[config.mk]
export PLATFORM = sky130hd
export DESIGN_NAME = spi_master_flat
export DESIGN_NICKNAME = d
export VERILOG_FILES = /design/src/rtl/spi_pkg.sv /design/src/rtl/spi_master_if.sv /design/src/rtl/sync2.sv /design/src/rtl/spi_master.sv /design/src/flat_wrapper.sv
export SDC_FILE = /design/constraint.sdc
export NUM_CORES = 1
export LEC_CHECK = 0
export BUFFER_PORTS_ARGS = -buffer_cell sky130_fd_sc_hd__buf_2
export CELL_PAD_IN_SITES_DETAIL_PLACEMENT = 1
export CELL_PAD_IN_SITES_GLOBAL_PLACEMENT = 2
export CORE_MARGIN = 2
export CORE_UTILIZATION = 30
export DETAILED_ROUTE_END_ITERATION = 10
export PLACE_DENSITY = 0.67
export SYNTH_ARGS = -nofsm -noshare
export SYNTH_HDL_FRONTEND = slang
export SYNTH_HIERARCHICAL = 1
export SYNTH_SLANG_ARGS = --single-unit
[constraint.sdc]
create_clock -name clk -period 2.1 [get_ports clk]
set_input_delay 0.42 -clock clk [delete_from_list [all_inputs] [get_ports clk]]
set_output_delay 0.42 -clock clk [all_outputs]
set_load 0.02 [all_outputs]
[src/rtl/spi_pkg.sv]
// Shared definitions for the SPI master block.
// Contents: default frame width and clock divider, FSM state type,
// and a helper that tells whether a state keeps the slave selected.
package spi_pkg;

    localparam int SPI_DATA_W_DEF  = 16;
    localparam int SPI_CLK_DIV_DEF = 4;

    typedef enum logic [2:0] {
        ST_IDLE  = 3'd0,
        ST_SETUP = 3'd1,
        ST_XFER  = 3'd2,
        ST_HOLD  = 3'd3,
        ST_GAP   = 3'd4
    } spi_state_t;

    // True for the states in which chip select is asserted and MOSI carries frame data.
    function automatic logic frame_active(input spi_state_t st);
        logic act;
        case (st)
            ST_SETUP, ST_XFER, ST_HOLD: act = 1'b1;
            default:                    act = 1'b0;
        endcase
        return act;
    endfunction

endpackage

[src/rtl/spi_master_if.sv]
// Bus bundle between the SPI master and its user / the SPI slave.
// Signals:
//   start, tx_data       - frame request and word to send (user -> master)
//   busy, done, rx_data  - frame status and received word (master -> user)
//   spi_sclk, spi_mosi, spi_cs_n - SPI outputs (master -> slave)
//   spi_miso             - SPI input (slave -> master)
// Modports: master (the DUT view) and slave (the user/slave side view).
interface spi_master_if #(
    parameter int DATA_W = spi_pkg::SPI_DATA_W_DEF
);
    logic              start;
    logic [DATA_W-1:0] tx_data;
    logic              busy;
    logic              done;
    logic [DATA_W-1:0] rx_data;
    logic              spi_sclk;
    logic              spi_mosi;
    logic              spi_miso;
    logic              spi_cs_n;

    modport master (
        input  start, tx_data, spi_miso,
        output busy, done, rx_data, spi_sclk, spi_mosi, spi_cs_n
    );

    modport slave (
        output start, tx_data, spi_miso,
        input  busy, done, rx_data, spi_sclk, spi_mosi, spi_cs_n
    );
endinterface

[src/rtl/sync2.sv]
// Two-flop synchronizer for a single asynchronous input bit.
// Ports: clk, rst_n (async active-low, resets to 0), d_i (async in), q_o (synchronized out).
module sync2 (
    input  logic clk,
    input  logic rst_n,
    input  logic d_i,
    output logic q_o
);
    logic [1:0] sync_q;

    // Shift the async bit through two flops to settle metastability.
    always_ff @(posedge clk or negedge rst_n) begin
        if (!rst_n) begin
            sync_q <= 2'b00;
        end else begin
            sync_q <= {sync_q[0], d_i};
        end
    end

    assign q_o = sync_q[1];
endmodule

[src/rtl/spi_master.sv]
// SPI master, mode 0 (CPOL=0, CPHA=0), MSB first, one frame per start.
// Ports:
//   clk      - system clock, all state on its rising edge
//   reset_n  - asynchronous active-low reset
//   bus      - spi_master_if.master: start/tx_data in, busy/done/rx_data out,
//              spi_sclk/spi_mosi/spi_cs_n out, spi_miso in
// Frame sequence: IDLE -> SETUP -> XFER -> HOLD -> GAP -> IDLE, each phase a
// multiple of CLK_DIV clk cycles. All outputs are registered.
module spi_master
    import spi_pkg::*;
#(
    parameter int DATA_W  = SPI_DATA_W_DEF,
    parameter int CLK_DIV = SPI_CLK_DIV_DEF
) (
    input  logic         clk,
    input  logic         reset_n,
    spi_master_if.master bus
);
    // Widths sized so that neither counter can overflow for any legal parameter.
    localparam int DIV_W = $clog2(CLK_DIV + 1);
    localparam int BIT_W = $clog2(2 * DATA_W + 1);
    localparam logic [DIV_W-1:0] DIV_LAST  = DIV_W'(CLK_DIV - 1);
    localparam logic [BIT_W-1:0] HALF_LAST = BIT_W'(2 * DATA_W - 1);

    spi_state_t        state_q,   state_d;
    logic [DIV_W-1:0]  div_q,     div_d;
    logic [BIT_W-1:0]  half_q,    half_d;
    logic [DATA_W-1:0] tx_sh_q,   tx_sh_d;
    logic [DATA_W-1:0] rx_sh_q,   rx_sh_d;
    logic [DATA_W-1:0] rx_data_q, rx_data_d;
    logic              sclk_q,    sclk_d;
    logic              mosi_q,    mosi_d;
    logic              cs_n_q,    cs_n_d;
    logic              busy_q,    busy_d;
    logic              done_q,    done_d;
    logic              miso_sync_s;
    logic              div_end_s;

    sync2 u_miso_sync (
        .clk   (clk),
        .rst_n (reset_n),
        .d_i   (bus.spi_miso),
        .q_o   (miso_sync_s)
    );

    assign div_end_s = (div_q == DIV_LAST);

    // Next-state, counter, shift-register and output computation.
    always_comb begin
        state_d   = state_q;
        div_d     = div_q + DIV_W'(1);
        half_d    = half_q;
        tx_sh_d   = tx_sh_q;
        rx_sh_d   = rx_sh_q;
        rx_data_d = rx_data_q;
        sclk_d    = sclk_q;
        done_d    = 1'b0;

        case (state_q)
            ST_IDLE: begin
                div_d  = '0;
                half_d = '0;
                sclk_d = 1'b0;
                if (bus.start) begin
                    state_d = ST_SETUP;
                    tx_sh_d = bus.tx_data;
                    rx_sh_d = '0;
                end else begin
                    state_d = ST_IDLE;
                end
            end
            ST_SETUP: begin
                if (div_end_s) begin
                    state_d = ST_XFER;
                    div_d   = '0;
                end else begin
                    state_d = ST_SETUP;
                end
            end
            ST_XFER: begin
                if (div_end_s) begin
                    div_d  = '0;
                    sclk_d = ~sclk_q;
                    if (!sclk_q) begin
                        // Rising edge: sample the slave bit.
                        rx_sh_d = {rx_sh_q[DATA_W-2:0], miso_sync_s};
                    end else if (half_q != HALF_LAST) begin
                        // Falling edge (not the last): present the next bit.
                        tx_sh_d = {tx_sh_q[DATA_W-2:0], 1'b0};
                    end else begin
                        tx_sh_d = tx_sh_q;
                    end
                    if (half_q == HALF_LAST) begin
                        state_d = ST_HOLD;
                        half_d  = '0;
                    end else begin
                        half_d  = half_q + BIT_W'(1);
                    end
                end else begin
                    state_d = ST_XFER;
                end
            end
            ST_HOLD: begin
                if (div_end_s) begin
                    state_d   = ST_GAP;
                    div_d     = '0;
                    rx_data_d = rx_sh_q;
                    done_d    = 1'b1;
                end else begin
                    state_d = ST_HOLD;
                end
            end
            ST_GAP: begin
                // start is deliberately not looked at here: guarantees CS-high time.
                if (div_end_s) begin
                    state_d = ST_IDLE;
                    div_d   = '0;
                end else begin
                    state_d = ST_GAP;
                end
            end
            default: begin
                state_d = ST_IDLE;
                div_d   = '0;
                half_d  = '0;
                sclk_d  = 1'b0;
            end
        endcase

        // Outputs follow the next state so they change on the same edge as the state.
        if (frame_active(state_d)) begin
            cs_n_d = 1'b0;
            mosi_d = tx_sh_d[DATA_W-1];
        end else begin
            cs_n_d = 1'b1;
            mosi_d = 1'b0;
        end
        busy_d = (state_d != ST_IDLE);
    end

    // State, counters, shift registers and registered outputs.
    always_ff @(posedge clk or negedge reset_n) begin
        if (!reset_n) begin
            state_q   <= ST_IDLE;
            div_q     <= '0;
            half_q    <= '0;
            tx_sh_q   <= '0;
            rx_sh_q   <= '0;
            rx_data_q <= '0;
            sclk_q    <= 1'b0;
            mosi_q    <= 1'b0;
            cs_n_q    <= 1'b1;
            busy_q    <= 1'b0;
            done_q    <= 1'b0;
        end else begin
            state_q   <= state_d;
            div_q     <= div_d;
            half_q    <= half_d;
            tx_sh_q   <= tx_sh_d;
            rx_sh_q   <= rx_sh_d;
            rx_data_q <= rx_data_d;
            sclk_q    <= sclk_d;
            mosi_q    <= mosi_d;
            cs_n_q    <= cs_n_d;
            busy_q    <= busy_d;
            done_q    <= done_d;
        end
    end

    assign bus.busy     = busy_q;
    assign bus.done     = done_q;
    assign bus.rx_data  = rx_data_q;
    assign bus.spi_sclk = sclk_q;
    assign bus.spi_mosi = mosi_q;
    assign bus.spi_cs_n = cs_n_q;

endmodule

[src/flat_wrapper.sv]
// flat-port wrapper written by rule: the top's interface ports become plain ports
module spi_master_flat import spi_pkg::*;
#(
    parameter int DATA_W  = SPI_DATA_W_DEF,
    parameter int CLK_DIV = SPI_CLK_DIV_DEF
)
  (clk, reset_n, bus_start, bus_tx_data, bus_spi_miso, bus_busy, bus_done, bus_rx_data, bus_spi_sclk, bus_spi_mosi, bus_spi_cs_n);
  spi_master_if #(.DATA_W(DATA_W)) bus_i ();
  input  logic clk;
  input  logic reset_n;
  input wire logic [$bits(bus_i.start)-1:0] bus_start;
  input wire logic [$bits(bus_i.tx_data)-1:0] bus_tx_data;
  input wire logic [$bits(bus_i.spi_miso)-1:0] bus_spi_miso;
  output wire logic [$bits(bus_i.busy)-1:0] bus_busy;
  output wire logic [$bits(bus_i.done)-1:0] bus_done;
  output wire logic [$bits(bus_i.rx_data)-1:0] bus_rx_data;
  output wire logic [$bits(bus_i.spi_sclk)-1:0] bus_spi_sclk;
  output wire logic [$bits(bus_i.spi_mosi)-1:0] bus_spi_mosi;
  output wire logic [$bits(bus_i.spi_cs_n)-1:0] bus_spi_cs_n;
  assign bus_i.start = bus_start;
  assign bus_i.tx_data = bus_tx_data;
  assign bus_i.spi_miso = bus_spi_miso;
  assign bus_busy = bus_i.busy;
  assign bus_done = bus_i.done;
  assign bus_rx_data = bus_i.rx_data;
  assign bus_spi_sclk = bus_i.spi_sclk;
  assign bus_spi_mosi = bus_i.spi_mosi;
  assign bus_spi_cs_n = bus_i.spi_cs_n;
  spi_master #(.DATA_W(DATA_W), .CLK_DIV(CLK_DIV)) u_core (.clk(clk), .reset_n(reset_n), .bus(bus_i));
endmodule
==> flow_metrics.py, run 1 <==
metrics = {
    "sta": {
        "worstMarginPinSlew_ns": 0.705,
        "fmaxAchievable_mhz": 539,
        "slew_viol_final": 0,
        "maxSlewHeadroom_pct": 53.0,
        "hold_viol": 0,
        "hold_ws_ns": 0.0517,
        "rsz0062_at_grt": "false",
        "setup_viol": 0,
        "skew_ns": 0.0105,
        "post-route-period-util_pct": 88.4,
        "setup_tns_ns": 0,
        "min_period_ns": 1.86,
    },
    "synth": {
        "synthAdderAreaFrac_pct": 0.826,
        "syn-num-nets": 288,
        "netlist_top_cells_area": "dfrtp_1 (55%), nand2_1 (4.7%), a221o_1 (4.6%), mux2_4 (3.5%), mux2_2 (3.3%)",
        "synth_mux_area_share_pct": 7.15,
        "avgSynthCellArea_um2": 11.4,
        "synth_most_common_cell": "dfrtp_1",
        "synth-compound-area-share_pct": 15.4,
        "synth_edf_count": 0,
        "synth_top_cell_by_area": "dfrtp_1",
        "yosysSeqAreaShare_pct": 55.4,
        "synth_top_family_by_area": "simple AND/OR/NAND/NOR gates",
        "yosysUniqueCellTypes": 57,
        "syn_inst": 266,
        "synth_top_area_share_pct": 54.5,
        "synth-simple-area-share_pct": 15.7,
        "yosys.area_share.xor_xnor_pct": 0.289,
        "synth_common_cells": "dfrtp_1 (66), nand2_1 (38), inv_1 (18), nor2_1 (18), o21ai_0 (18)",
        "ys_ff_latch": 67,
        "syn-cell-area_um2": 3030,
        "async_flop_share_pct": 100,
        "yosysWarnings": 6,
        "synth_ff_type": "dfrtp_1",
    },
    "placed_design": {
        "port_buffers": 40,
        "finalWeightedCongestion": 0.736,
        "hpwl_um": 4430,
        "dp_cells": 434,
    },
    "power": {
        "p_sw_uw": 1380,
        "switching_share_pct": 31.9,
        "internal_power_uw": 2940,
        "pwr-share-clk_pct": 32.8,
        "pwr-share-comb_pct": 25.9,
        "irDropWorstVdd_mv": 0.369,
        "p_leak_uw": 0.00174,
        "p_seq_share_pct": 41.3,
        "powerDensity_nw_per_um2": 1180,
    },
    "floorplanning": {
        "rows": 36,
        "start_util_pct": 31.0,
        "core-area_um2": 9770,
        "io_pins": 41,
        "die_w_um": 104,
        "die_y_um": 104,
        "die_area_um2": 10900,
    },
    "setup_path": {
        "required_ns": 2.33,
        "reg2reg_slack_ns": 0.24,
        "cp_max_fo": 19,
        "end_kind": "register",
        "cp-start-kind": "register",
        "crit_type": "reg -> reg",
        "critPathArrivalTime_ns": 2.08,
    },
    "routing": {
        "vias": 2168,
        "initialDrtViolationCount": 76,
        "drt-total-wl_um": 6650,
        "drc": 0,
        "first_pass_iters": 4,
        "ant_nets": 0,
        "wl_per_cell_um": 14.8,
        "viasPerCell": 4.83,
    },
    "cells_and_area": {
        "area_growth_pct": 21.5,
        "final_core_util_pct": 37.6,
        "diodes": 0,
        "nNetsFinal": 334,
        "stdcell_count": 449,
        "drive_gt1_share_pct": 29.1,
    },
    "global_routing": {
        "grt.overflow.total": 0,
        "grt_pass1_wl_um": 11300,
        "grt_max_degree": 33,
        "grt_pass1_vias": 2213,
        "track_usage_pct": 13.1,
        "antenna_found_initial": 0,
    },
    "clock_tree": {
        "cts_tree": "done",
        "worstSkewPairLatency_ns": 0.34,
        "h-tree-depth": 3,
        "clk_pin_slew_ns": 0.08,
        "numCtsBuffers": 9,
        "cts_root_buf": "clkbuf_8",
        "cts_max_path_buffers": 2,
        "cts_sinks": 67,
    },
    "job": {
        "cap_violations": 0,
    },
    "min_path": {
        "hold_path_class": "in -> async",
    },
    "outcome": {
        "status": "finished clean",
    },
}
## per-layer routing
metal,track usage (%),up-vias,part of all wire [%]
li1,-,1029,-
met1,17.4,1089,49
met2,20.1,43,45
met3,4.45,7,4.6
met4,3.76,0,0.98
met5,0,-,0
## flip-flops by register name (all words and copies together) (netlist names)
signal,count
u_core/div_q,3
u_core/bus.done,1
u_core/bus.rx_data,16
u_core/bus.spi_cs_n,1
u_core/tx_sh_q,16
u_core/half_q,6
u_core/bus.spi_mosi,1
u_core/bus.busy,1
u_core/bus.spi_sclk,1
u_core/rx_sh_q,16
u_core/u_miso_sync/sync_q,2
u_core/state_q,3
## placed cells by master (no fill, tap or decap), types with 2 or more instances in the layout
cell type  synthesis  layout
a21oi_1            7       7
a221o_1           14      14
and3_1             2       2
buf_12             0       3
buf_2              1      40
buf_4              3       5
bufinv_16          0       4
clkbuf_8           0       9
dfrtp_1           66      66
ha_1               2       2
inv_1             18      18
mux2_2             9       9
mux2_4             7       7
nand2_1           38      38
nand2b_1           4       4
nor2_1            18      18
nor2b_1            2       2
nor3_1             4       4
nor3b_1            2       2
nor3b_4            2       2
o211ai_1           2       2
o21ai_0           18      18
o21ai_1            3       2
o21ai_2            1       2
## worst max-delay path, stage by stage, from the launching register on
cell and delay [ns]:
dfrtp_1 0.36, ha_1 0.26, nand2b_1 0.16, nor3b_4 0.33, nand2_4 0.25, mux2_4 0.39
## cells by family (layout without fill, tap and decap cells)
kind of cell               count (synthesis)  in the layout
AOI/OAI and AO/OA                         61             61
muxes                                     17             17
buffers and inverters                     31             81
and+or+nand+nor                           87             87
DFF                                       67             67
adders and majority gates                  2              2
xor gates and xnor gates                   1              1
## power by group through the flow
stage	registers, µW	logic, µW	clock network (µW)
4_1_cts	1790	1130	1470
3_3_place_gp	1810	1100	0
5_1_grt	1830	1250	1530
2_1_floorplan	1760	829	0
6_report	1790	1120	1420
3_5_place_dp	1800	1130	0
## cell type report
type                            count  area [µm²]
Clock inverter                      6         138
Multi-Input combinational cell    168        1210
Tap cell                          133         166
Timing Repair Buffer               48         298
Fill cell                        1094        6100
Clock buffer                        9         124
Sequential cell                    67        1680
Inverter                           18        67.6
## timing repair
item,4_1_cts,5_1_grt
gates resized for setup,0,2
buffers inserted,0,0
hold buffers,0,0
setup endpoints to repair,0,2
## through the flow
| stage | setup WS [ns] | power, µW | area (µm²) |
|---|---|---|---|
| 4_1_cts | 0.144 | 4390 | 3670 |
| 2_1_floorplan | 0.457 | 2590 | 3030 |
| 3_5_place_dp | 0.154 | 2930 | 3400 |
| 3_3_place_gp | 0.183 | 2900 | 3400 |
| 5_1_grt | 0.111 | 4620 | 3680 |
| 6_report | 0.245 | 4330 | 3680 |
## worst paths after layout
path | startpoint | end | cells after the start
setup / recovery | u_core/div_q[0] | u_core/bus.rx_data[11] | 5
hold reg to reg | u_core/u_miso_sync/sync_q[0] | u_core/u_miso_sync/sync_q[1] | 0
setup reg to reg | u_core/div_q[0] | u_core/bus.rx_data[11] | 5
min in group clk | bus_spi_miso | u_core/u_miso_sync/sync_q[0] | 1
max in group asynchronous | reset_n | u_core/bus.spi_cs_n | 2
hold / removal | reset_n | u_core/bus.rx_data[14] | 1
(Power assumes the default switching activity.)
==> run 2: changes to the inputs <==
--- a/config.mk
+++ b/config.mk
@@ -8,11 +8,11 @@
 export BUFFER_PORTS_ARGS = -buffer_cell sky130_fd_sc_hd__buf_2
 export CELL_PAD_IN_SITES_DETAIL_PLACEMENT = 1
 export CELL_PAD_IN_SITES_GLOBAL_PLACEMENT = 2
-export CORE_MARGIN = 2
+export CORE_MARGIN = 3
 export CORE_UTILIZATION = 30
 export DETAILED_ROUTE_END_ITERATION = 10
-export PLACE_DENSITY = 0.67
+export PLACE_DENSITY = 0.66
+export RECOVER_POWER = 100
 export SYNTH_ARGS = -nofsm -noshare
 export SYNTH_HDL_FRONTEND = slang
-export SYNTH_HIERARCHICAL = 1
 export SYNTH_SLANG_ARGS = --single-unit
==> run 2 against run 1 <==
- the flow now finishes with violations (capacitance limit, slew limit)
- total power grew 3.6%
- via count shrank 8.1%
- largest cell class unchanged
- sequential share of layout area grew 2.8 points
==> flow_metrics.py, run 2 <==
metrics = {
    "routing": {
        "drc": 0,
        "wl_met1_um": 3000,
        "vias": 1993,
        "initialDrtViolationCount": 35,
        "viasPerCell": 4.68,
        "top_layer_used": "met4",
        "first_pass_iters": 4,
        "wl_met3_um": 376,
        "drt-total-wl_um": 6170,
        "ant_nets": 0,
        "wl_per_cell_um": 14.5,
        "wl_met2_um": 2750,
    },
    "cells_and_area": {
        "nNetsFinal": 314,
        "drive_gt1_share_pct": 21.2,
        "most-common-layout-cells": "dfrtp_1 (66), nand2_1 (24), clkbuf_1 (23)",
        "fillers": 1070,
        "layout_commonest_cell": "dfrtp_1",
        "area_growth_pct": 16.0,
        "multiInputGateArea_um2": 1110,
        "final-seq-area_um2": 1680,
        "diodes": 0,
        "final_core_util_pct": 36.6,
    },
    "setup_path": {
        "end_kind": "register",
        "required_ns": 2.34,
        "cp-start-kind": "register",
        "crit_type": "reg -> reg",
        "cp_max_fo": 6,
        "crit_path_top_delay_cell": "dfrtp_1",
        "cpPeakStageDelay_ns": 0.36,
        "critPathArrivalTime_ns": 2.03,
        "crit_chain": "ha_1 > nor2b_1 > clkbuf_1 > o311ai_2 > or2_1 > o31ai_1",
    },
    "sta": {
        "setup_viol": 0,
        "min_period_ns": 1.79,
        "rsz0062_at_grt": "false",
        "hold_ws_ns": 0.189,
        "slew_viol_final": 68,
        "setup_tns_ns": 0,
        "post-route-period-util_pct": 85.4,
        "worstMarginPinSlew_ns": 1.63,
        "maxSlewHeadroom_pct": -8.68,
        "hold_viol": 0,
        "fmaxAchievable_mhz": 558,
        "skew_ns": 0.00843,
    },
    "floorplanning": {
        "io_pins": 41,
        "die_y_um": 106,
        "die_w_um": 106,
        "rows": 35,
        "die_area_um2": 11200,
        "core-area_um2": 9460,
        "start_util_pct": 31.6,
    },
    "clock_tree": {
        "holdBufCountCts": 0,
        "cts_setup_buffers": 0,
        "cts_max_path_buffers": 2,
        "cts_tree": "done",
        "cts_sinks": 67,
        "cts-resized-gates": 0,
        "h-tree-depth": 3,
        "numCtsBuffers": 9,
        "worstSkewPairLatency_ns": 0.34,
        "clk_pin_slew_ns": 0.07,
        "cts_root_buf": "clkbuf_8",
    },
    "power": {
        "powerDensity_nw_per_um2": 1290,
        "irDropWorstVdd_mv": 0.371,
        "p_leak_uw": 0.00174,
        "p_total_uw": 4490,
    },
    "global_routing": {
        "track_usage_pct": 11.9,
        "grt_pass1_vias": 2153,
        "grt.overflow.total": 0,
        "grt_pass1_wl_um": 10600,
        "grt_max_degree": 68,
        "antenna_found_initial": 0,
    },
    "synth": {
        "synth_ff_type": "dfrtp_1",
        "ys_ff_latch": 67,
        "syn-cell-area_um2": 2990,
        "yosysWarnings": 0,
        "yosysUniqueCellTypes": 49,
        "syn-num-nets": 265,
        "syn_inst": 243,
        "synth_common_cells": "dfrtp_1 (66), nand2_1 (24), inv_1 (21)",
        "synth_most_common_cell": "dfrtp_1",
        "async_flop_share_pct": 100,
        "netlist_top_cells_area": "dfrtp_1 (55%), mux2i_1 (5.4%), a22o_1 (4.7%), a21o_1 (4.0%), mux2_2 (3.8%)",
        "yosysSeqAreaShare_pct": 56.2,
        "avgSynthCellArea_um2": 12.3,
        "synth_edf_count": 0,
        "synth_top_area_share_pct": 55.3,
        "synth_top_cell_by_area": "dfrtp_1",
    },
    "placed_design": {
        "hpwl_um": 4180,
        "port_buffers": 40,
        "finalWeightedCongestion": 0.702,
    },
    "outcome": {
        "status": "complete, but fails checks",
        "violations": "capacitance limit, slew limit",
    },
    "job": {
        "cap_violations": 1,
    },
    "min_path": {
        "hold_path_class": "in -> reg",
    },
}
run 2: changes by cell type after synthesis, sizes merged, moves of 6 or more:
| cell | previous run | this run |
|---|---|---|
| a21o | 0 | 16 |
| a21oi | 7 | 1 |
| a221o | 14 | 0 |
| a22o | 1 | 16 |
| mux2i | 1 | 16 |
| nand2 | 39 | 25 |
| nor2 | 18 | 6 |
| o21ai | 23 | 8 |
run 2: path summary, 6_finish.rpt:
path,from,slack (ns),cells after the start,endpoint
max,u_core.div_q[0],0.31,6,u_core.half_q[3]
min,bus_spi_miso,0.19,1,u_core.u_miso_sync.sync_q[0]
max reg2reg,u_core.div_q[0],0.31,6,u_core.half_q[3]
min reg2reg,u_core.u_miso_sync.sync_q[0],0.36,0,u_core.u_miso_sync.sync_q[1]
max in group asynchronous,reset_n,0.55,2,u_core.half_q[3]
min in group asynchronous,reset_n,0.59,2,u_core.tx_sh_q[1]
run 2: cell families after synthesis:
logic type,Yosys count,share of synthesized area [%]
XOR/XNOR,2,0.587
AND/OR/NAND/NOR,49,8.76
buffers and inverters,34,6.20
AO/OA/AOI/OAI,56,15.7
adder cells (fa/ha/maj),2,0.838
flip-flops,67,56.2
multiplexers,33,11.8
run 2: layout make-up:
class | instances | area share [%]
Clock inverter | 6 | 1.16
Tap cell | 129 | 4.66
Clock buffer | 10 | 3.97
Timing Repair Buffer | 50 | 7.26
Sequential cell | 67 | 48.4
Multi-Input combinational cell | 142 | 32.2
Inverter | 22 | 2.38
run 2: per-stage QoR:
step,std cells,area [µm²],setup slack (ns)
2_1_floorplan,243,2990,0.388
3_5_place_dp,410,3350,0.356
5_1_grt,426,3470,0.125
4_1_cts,426,3520,0.327
6_report,426,3470,0.307
3_3_place_gp,410,3350,0.401
run 2: power by group:
part | switching [µW] | internal (µW) | total [µW]
Clock | 503 | 460 | 964
Sequential | 299 | 1760 | 2060
Combinational | 834 | 630 | 1460
Total | 1640 | 2850 | 4490
run 2: worst max-delay path: cells and delay by family (launching register included):
| family | cells | cell delay (ns) |
|---|---|---|
| AOI/OAI and AO/OA | 2 | 0.32 |
| adders and majority gates | 1 | 0.17 |
| buffers and inverters | 1 | 0.28 |
| DFF | 1 | 0.36 |
| and+or+nand+nor | 2 | 0.56 |
run 2: per-layer routing:
metal	up-vias	track usage (%)
li1	946	-
met5	-	0
met3	6	4.72
met1	1003	15.7
met4	0	3.05
met2	38	18.1
